**src/rtl/spi_pkg.sv**
```systemverilog
// Shared definitions for the SPI master.
//   DATA_W          - bits per transfer
//   CLK_DIV_DEFAULT - default clk cycles per SCK half-period
//   NUM_TOGGLES     - SCK toggles per frame (two per bit)
//   spi_state_e     - controller state encoding
package spi_pkg;

  localparam int DATA_W          = 8;
  localparam int CLK_DIV_DEFAULT = 4;
  localparam int NUM_TOGGLES     = 2 * DATA_W;

  typedef enum logic [2:0] {
    ST_IDLE  = 3'd0,
    ST_SETUP = 3'd1,
    ST_XFER  = 3'd2,
    ST_HOLD  = 3'd3,
    ST_GAP   = 3'd4
  } spi_state_e;

endpackage

```
**src/rtl/spi_clk_gen.sv**
```systemverilog
// SCK timing for the SPI master: a half-period down-counter plus a toggle
// counter. Produces single-cycle strobes on the clk edge where SCK moves.
//   clk, rst      - system clock, synchronous active-high reset
//   load          - frame accepted: restart half-period and toggle counts
//   run           - count while the controller is outside IDLE
//   tick          - half-period terminal count (every CLK_DIV cycles)
//   leading       - odd-numbered toggle (1st, 3rd, ... 15th)
//   trailing      - even-numbered toggle (2nd, 4th, ... 16th)
//   last_edge     - the 16th toggle
//   toggles_done  - all 16 toggles have been issued
module spi_clk_gen
  import spi_pkg::*;
#(
  parameter int CLK_DIV = CLK_DIV_DEFAULT
) (
  input  logic clk,
  input  logic rst,
  input  logic load,
  input  logic run,
  output logic tick,
  output logic leading,
  output logic trailing,
  output logic last_edge,
  output logic toggles_done
);

  localparam logic [7:0] HALF_LAST   = 8'(CLK_DIV - 1);
  localparam logic [4:0] TOGGLE_MAX  = 5'(NUM_TOGGLES);
  localparam logic [4:0] TOGGLE_LAST = 5'(NUM_TOGGLES - 1);

  logic [7:0] half_cnt;
  logic [4:0] edge_cnt;
  logic       toggle;

  assign tick         = run && (half_cnt == 8'd0);
  // Ticks past the 16th toggle still time HOLD and GAP but move no SCK edge.
  assign toggle       = tick && (edge_cnt < TOGGLE_MAX);
  assign leading      = toggle && !edge_cnt[0];
  assign trailing     = toggle && edge_cnt[0];
  assign last_edge    = toggle && (edge_cnt == TOGGLE_LAST);
  assign toggles_done = (edge_cnt == TOGGLE_MAX);

  always_ff @(posedge clk) begin
    if (rst) begin
      half_cnt <= 8'd0;
      edge_cnt <= 5'd0;
    end else if (load) begin
      half_cnt <= HALF_LAST;
      edge_cnt <= 5'd0;
    end else if (run) begin
      if (half_cnt == 8'd0) begin
        half_cnt <= HALF_LAST;
      end else begin
        half_cnt <= half_cnt - 8'd1;
      end
      if (toggle) begin
        edge_cnt <= edge_cnt + 5'd1;
      end
    end
  end

endmodule

```
**src/rtl/spi_master.sv**
```systemverilog
// Single-byte SPI master, all four CPOL/CPHA modes, MSB first.
//   clk, rst   - system clock, synchronous active-high reset
//   start      - one-cycle request; accepted only in IDLE
//   tx_data    - byte to send (latched on acceptance)
//   cpol, cpha - SPI mode (latched on acceptance)
//   rx_data    - last received byte, updated with done
//   busy       - frame in progress (SETUP through GAP)
//   done       - one-cycle pulse when rx_data is loaded
//   sck, ss    - SPI clock and active-low slave select
//   mosi, miso - serial data out / in
//
// state | meaning
// ------+-------------------------------------------------------------
// IDLE  | ss high, sck follows live cpol, waiting for start
// SETUP | ss low, bit 7 on mosi, one half-period before first edge
// XFER  | 16 sck toggles, then one trailing half-period at rest
// HOLD  | sck at rest, ss still low for one half-period
// GAP   | ss high, busy high for one half-period before IDLE
module spi_master
  import spi_pkg::*;
#(
  parameter int CLK_DIV = CLK_DIV_DEFAULT
) (
  input  logic              clk,
  input  logic              rst,
  input  logic              start,
  input  logic [DATA_W-1:0] tx_data,
  input  logic              cpol,
  input  logic              cpha,
  output logic [DATA_W-1:0] rx_data,
  output logic              busy,
  output logic              done,
  output logic              sck,
  output logic              ss,
  output logic              mosi,
  input  logic              miso
);

  localparam logic [2:0] IDLE  = ST_IDLE;
  localparam logic [2:0] SETUP = ST_SETUP;
  localparam logic [2:0] XFER  = ST_XFER;
  localparam logic [2:0] HOLD  = ST_HOLD;
  localparam logic [2:0] GAP   = ST_GAP;

  logic [2:0]        state;
  logic [DATA_W-1:0] tx_q;
  logic [DATA_W-1:0] rx_shift;
  logic              cpol_q;
  logic              cpha_q;
  logic [2:0]        bit_cnt;
  logic [2:0]        bit_next;

  logic accept;
  logic run;
  logic tick;
  logic leading;
  logic trailing;
  logic last_edge;
  logic toggles_done;
  logic sample_edge;

  assign accept      = (state == IDLE) && start;
  assign run         = (state != IDLE);
  assign bit_next    = bit_cnt - 3'd1;
  assign sample_edge = cpha_q ? trailing : leading;

  spi_clk_gen #(
    .CLK_DIV(CLK_DIV)
  ) u_clk_gen (
    .clk          (clk),
    .rst          (rst),
    .load         (accept),
    .run          (run),
    .tick         (tick),
    .leading      (leading),
    .trailing     (trailing),
    .last_edge    (last_edge),
    .toggles_done (toggles_done)
  );

  always_ff @(posedge clk) begin
    if (rst) begin
      state    <= IDLE;
      tx_q     <= '0;
      rx_shift <= '0;
      rx_data  <= '0;
      cpol_q   <= 1'b0;
      cpha_q   <= 1'b0;
      bit_cnt  <= 3'd0;
      busy     <= 1'b0;
      done     <= 1'b0;
      sck      <= 1'b0;
      ss       <= 1'b1;
      mosi     <= 1'b0;
    end else begin
      done <= 1'b0;

      case (state)
        IDLE: begin
          ss   <= 1'b1;
          busy <= 1'b0;
          sck  <= cpol;
          if (start) begin
            tx_q     <= tx_data;
            cpol_q   <= cpol;
            cpha_q   <= cpha;
            rx_shift <= '0;
            bit_cnt  <= 3'd7;
            mosi     <= tx_data[DATA_W-1];
            ss       <= 1'b0;
            busy     <= 1'b1;
            state    <= SETUP;
          end
        end
        SETUP: begin
          if (tick) begin
            state <= XFER;
          end
        end
        XFER: begin
          // Leaves one half-period after the 16th toggle, so sck rests
          // at cpol_q for a full half-period before HOLD starts.
          if (tick && toggles_done) begin
            state <= HOLD;
          end
        end
        HOLD: begin
          if (tick) begin
            ss      <= 1'b1;
            rx_data <= rx_shift;
            done    <= 1'b1;
            state   <= GAP;
          end
        end
        GAP: begin
          if (tick) begin
            busy  <= 1'b0;
            state <= IDLE;
          end
        end
        default: begin
          state <= IDLE;
        end
      endcase

      // Strobes only fire outside IDLE, so these never collide with the
      // IDLE assignments above.
      if (leading || trailing) begin
        sck <= ~sck;
      end

      if (sample_edge) begin
        rx_shift <= {rx_shift[DATA_W-2:0], miso};
      end

      // CPHA=0: bit 7 went out on acceptance; each trailing edge but the
      // last presents the next bit.
      if (!cpha_q && trailing && !last_edge) begin
        bit_cnt <= bit_next;
        mosi    <= tx_q[bit_next];
      end

      // CPHA=1: the leading edge presents the current bit, the trailing
      // edge (where the slave samples) advances to the next.
      if (cpha_q && leading) begin
        mosi <= tx_q[bit_cnt];
      end
      if (cpha_q && trailing) begin
        bit_cnt <= bit_next;
      end
    end
  end

endmodule
```
**config.mk**
```make
export PLATFORM = sky130hd
export DESIGN_NAME = spi_master
export DESIGN_NICKNAME = d
export VERILOG_FILES = /design/src/rtl/spi_pkg.sv /design/src/rtl/spi_clk_gen.sv /design/src/rtl/spi_master.sv
export SDC_FILE = /design/constraint.sdc
export NUM_CORES = 1
export LEC_CHECK = 0
export CAP_MARGIN = 20
export CORE_MARGIN = 2
export CORE_UTILIZATION = 49
export CTS_BUF_LIST = sky130_fd_sc_hd__clkbuf_8 sky130_fd_sc_hd__clkbuf_16
export DETAILED_ROUTE_END_ITERATION = 10
export HOLD_SLACK_MARGIN = 0.05
export PLACE_DENSITY_LB_ADDON = 0.1
export SETUP_SLACK_MARGIN = 0.02
export SLEW_MARGIN = 20
export SYNTH_ARGS = -nofsm -noshare
export SYNTH_HDL_FRONTEND = slang
export SYNTH_SLANG_ARGS = --single-unit
```
**constraint.sdc**
```tcl
create_clock -name clk -period 2.5 [get_ports clk]
set_clock_uncertainty 0.15 [all_clocks]
set_input_delay 0.5 -clock clk [delete_from_list [all_inputs] [get_ports clk]]
set_output_delay 0.5 -clock clk [all_outputs]
set_load 0.02 [all_outputs]
```
==> flow_summary.json <==
{
  "status": "finished, final reports clean",
  "synthSimpleGateAreaFrac_pct": 23.0,
  "crit_path_end_kind": "register",
  "hpwl_mm": 2.96,
  "vias": 1742,
  "fill_cells": 402,
  "worstPathMaxFanout": 11,
  "dr.pass1.iters": 4,
  "vias_per_cell": 5.25,
  "p_comb_share_pct": 29.9,
  "ir_drop_mv": 0.369,
  "syn_to_final_growth_pct": 19.9,
  "netSwitchingFraction_pct": 31.9,
  "placementRows": 24,
  "r2r_slack_ps": 210,
  "clk_latency_ps": 310,
  "fmax_mhz": 437,
  "cap_viol_max_count": 0,
  "synth-main-ff-cell": "dfxtp_1",
  "cts_setup_buffers": 0,
  "cp_cell_sequence": "inv_1, ha_1, or3b_2, or2_1, or3_4, mux2i_1, nor2_1",
  "synth_adder_area_share_pct": 3.38,
  "clk_pin_slew_ps": 90,
  "synthArstFlopShare_pct": 0,
  "synth_nets": 273,
  "place_area_um2": 2540,
  "drc": 0,
  "synth_seq_cells": 49,
  "cts_tree": "done",
  "chipHeight_um": 71.3,
  "cts_buffers": 5,
  "diodes": 0,
  "maxSlewViolCount": 0,
  "setup_viol": 0,
  "cts.sink_count": 49,
  "drt_iter0_markers": 125,
  "finalHoldViolCount": 0,
  "die_area_um2": 5090,
  "preCtsSetupSlack_ps": -40.0,
  "port_buffers": 26,
  "synth_edf_count": 0,
  "cp_slowest_cell": "or3b_2",
  "worst_pin_slew_ps": 481,
  "root_buffer": "clkbuf_8",
  "synth-xor-area-share_pct": 5.12,
  "antenna_left": 0,
  "p_seq_share_pct": 43.0,
  "synth_compound_area_share_pct": 9.63,
  "slew_headroom_pct": 67.8,
  "reg2reg_depth": 7,
  "cts_hold_buf": 0,
  "cp.required_ps": 2540,
  "htreeDepth": 2,
  "antenna_found_initial": 0,
  "regArea_um2": 981,
  "yosysSeqAreaShare_pct": 44.1,
  "multi_input_area_um2": 1130,
  "track_usage_pct": 17.9,
  "arrival_ps": 2330,
  "rsz0062_at_grt": "false",
  "slowest_delay_ps": 480,
  "start_kind": "register",
  "netlist_area_um2": 2220,
  "fin_crit_sh_pct": 91.5,
  "design.core.area_um2": 4350,
  "place.gp.congestion": 0.794,
  "reg2reg_to": "rx_data[4]",
  "clockBufferDepth": 2,
  "final_core_util_pct": 61.2,
  "switching_power_mw": 0.698,
  "synth_cell_types": 41,
  "initial_core_util_pct": 51.0,
  "yosys_warnings": 0,
  "min_to": "rx_shift[7]",
  "grt_pass1_wl_mm": 7.30,
  "cellInternalPower_mw": 1.49,
  "synth_top_family_by_area": "simple AND/OR/NAND/NOR gates",
  "avgSynthCellArea_um2": 8.78,
  "p_leak_nw": 1.03,
  "timing.hold.ws_ps": 326,
  "r2r-start": "u_clk_gen.half_cnt[0]",
  "final_nets": 299,
  "grt_overflow": 0,
  "power_density_nw_per_um2": 821,
  "wl_per_cell_um": 12.7,
  "wl_mm": 4.20,
  "min_path_type": "reg -> reg",
  "min_from": "rx_shift[7]",
  "clockPowerShare_pct": 27.1,
  "synth.area.mux_share_pct": 9.52,
  "finalInstanceArea_um2": 2670,
  "netlist_instances": 253,
  "fin_crit_ps": 2290,
  "grt_pass1_vias": 1626,
  "die_w_um": 71.3,
  "setup_ws_ps": 213,
  "crit_type": "reg -> reg",
  "grt_max_degree": 36,
  "pin_count": 27,
  "hold-path-cell-count": 2,
  "drive_gt1_share_pct": 11.4
}
Yosys cell counts, drive strengths merged (2+ instances only):
cell type | n | area (um2)
dfxtp | 49 | 981
nand2 | 33 | 124
nor2 | 31 | 116
a21oi | 21 | 105
clkbuf | 12 | 45.0
nand3 | 12 | 60.1
mux2i | 11 | 110
nor3 | 10 | 55.1
xnor2 | 10 | 87.6
inv | 9 | 33.8
ha | 6 | 75.1
a211oi | 5 | 37.5
buf | 5 | 36.3
o21ai | 4 | 20.0
mux2 | 3 | 33.8
mux4 | 3 | 67.6
nor4 | 3 | 33.8
xor2 | 3 | 26.3
a311oi | 2 | 17.5
and2 | 2 | 12.5
and3 | 2 | 12.5
nand4 | 2 | 12.5
nor2b | 2 | 12.5
or3 | 2 | 17.5
or3b | 2 | 17.5
what timing repair did:
item	4_1_cts	5_1_grt
gates resized for setup	0	1
hold endpoints to repair	0	0
setup endpoints to repair	0	1
sequential cells by signal, summed over array words and instances, names as in the netlist:
name and cells:
sck 1, bit_cnt 3, done 1, busy 1, rx_data 8, state 3
ss 1, cpha_q 1, mosi 1, tx_q 8, u_clk_gen.edge_cnt 5, u_clk_gen.half_cnt 8
rx_shift 8
worst max-delay path, delay by kind of cell, from the launching register on:
family                   cells  cell delay [ps]
AND/OR/NAND/NOR              4             1250
flip-flops                   1              340
multiplexers                 1              180
adder cells (fa/ha/maj)      1              160
buffers and inverters        1               90
per-layer routing:
metal / global-route usage [%] / wire length, um
met1: 22.5 / 2060
met2: 29.6 / 1930
met3: 5.06 / 150
met4: 6.50 / 61
met5: 0 / 0
cells by family after synthesis:
| group | Yosys count |
|---|---|
| adder cells (fa/ha/maj) | 6 |
| multiplexers | 17 |
| AO/OA/AOI/OAI | 36 |
| AND/OR/NAND/NOR | 106 |
| buffers and inverters | 26 |
| flip-flops | 49 |
| XOR/XNOR | 13 |
layout make-up:
| type | count | area share, % |
|---|---|---|
| sequential | 49 | 36.8 |
| inverter | 9 | 1.27 |
| clock inverter | 2 | 1.41 |
| tap | 52 | 2.44 |
| multi-input combinational | 178 | 42.4 |
| clock buffer | 6 | 3.10 |
| timing repair buffer | 36 | 12.6 |
cell usage in the layout (no fill, tap or decap), types with 2 or more instances in the layout:
| master | count |
|---|---|
| a211oi_1 | 5 |
| xnor2_1 | 10 |
| buf_4 | 10 |
| o21ai_0 | 3 |
| a311oi_1 | 2 |
| nand4_1 | 2 |
| nor2b_1 | 2 |
| nand2_1 | 33 |
| nor2_1 | 31 |
| nor3_1 | 9 |
| or3b_2 | 2 |
| nor4_1 | 2 |
| mux2i_1 | 11 |
| ha_1 | 6 |
| inv_1 | 9 |
| mux2_2 | 3 |
| mux4_2 | 3 |
| dfxtp_1 | 49 |
| a21oi_1 | 21 |
| clkdlybuf4s50_1 | 26 |
| and3_1 | 2 |
| xor2_1 | 3 |
| nand3_1 | 12 |
| clkbuf_8 | 6 |
per-stage QoR:
stage          instances  setup TNS [ps]  total power, mW
6_report             332               0             2.19
5_1_grt              332               0             2.32
4_1_cts              332               0             2.20
3_5_place_dp         324            -227             1.60
3_3_place_gp         324            -160             1.60
2_1_floorplan        253               0             1.44
power groups by stage:
stage	Clock, mW	Combinational, mW	Sequential, mW
floorplan	0	0.502	0.943
global placement	0	0.645	0.956
detailed placement	0	0.647	0.957
CTS	0.604	0.655	0.939
global route	0.635	0.729	0.952
finish	0.593	0.654	0.941
how the worst max path moves through the flow:
stage	start	to	slack, ps
2_1_floorplan	u_clk_gen.half_cnt[2]	bit_cnt[2]	60
3_3_place_gp	start	u_clk_gen.half_cnt[5]	-30
3_5_place_dp	start	u_clk_gen.half_cnt[6]	-40
4_1_cts	u_clk_gen.half_cnt[2]	bit_cnt[2]	140
5_1_grt	u_clk_gen.half_cnt[0]	bit_cnt[2]	80
6_report	u_clk_gen.half_cnt[0]	rx_data[4]	210
No activity file was read; power rests on OpenSTA's default activity.
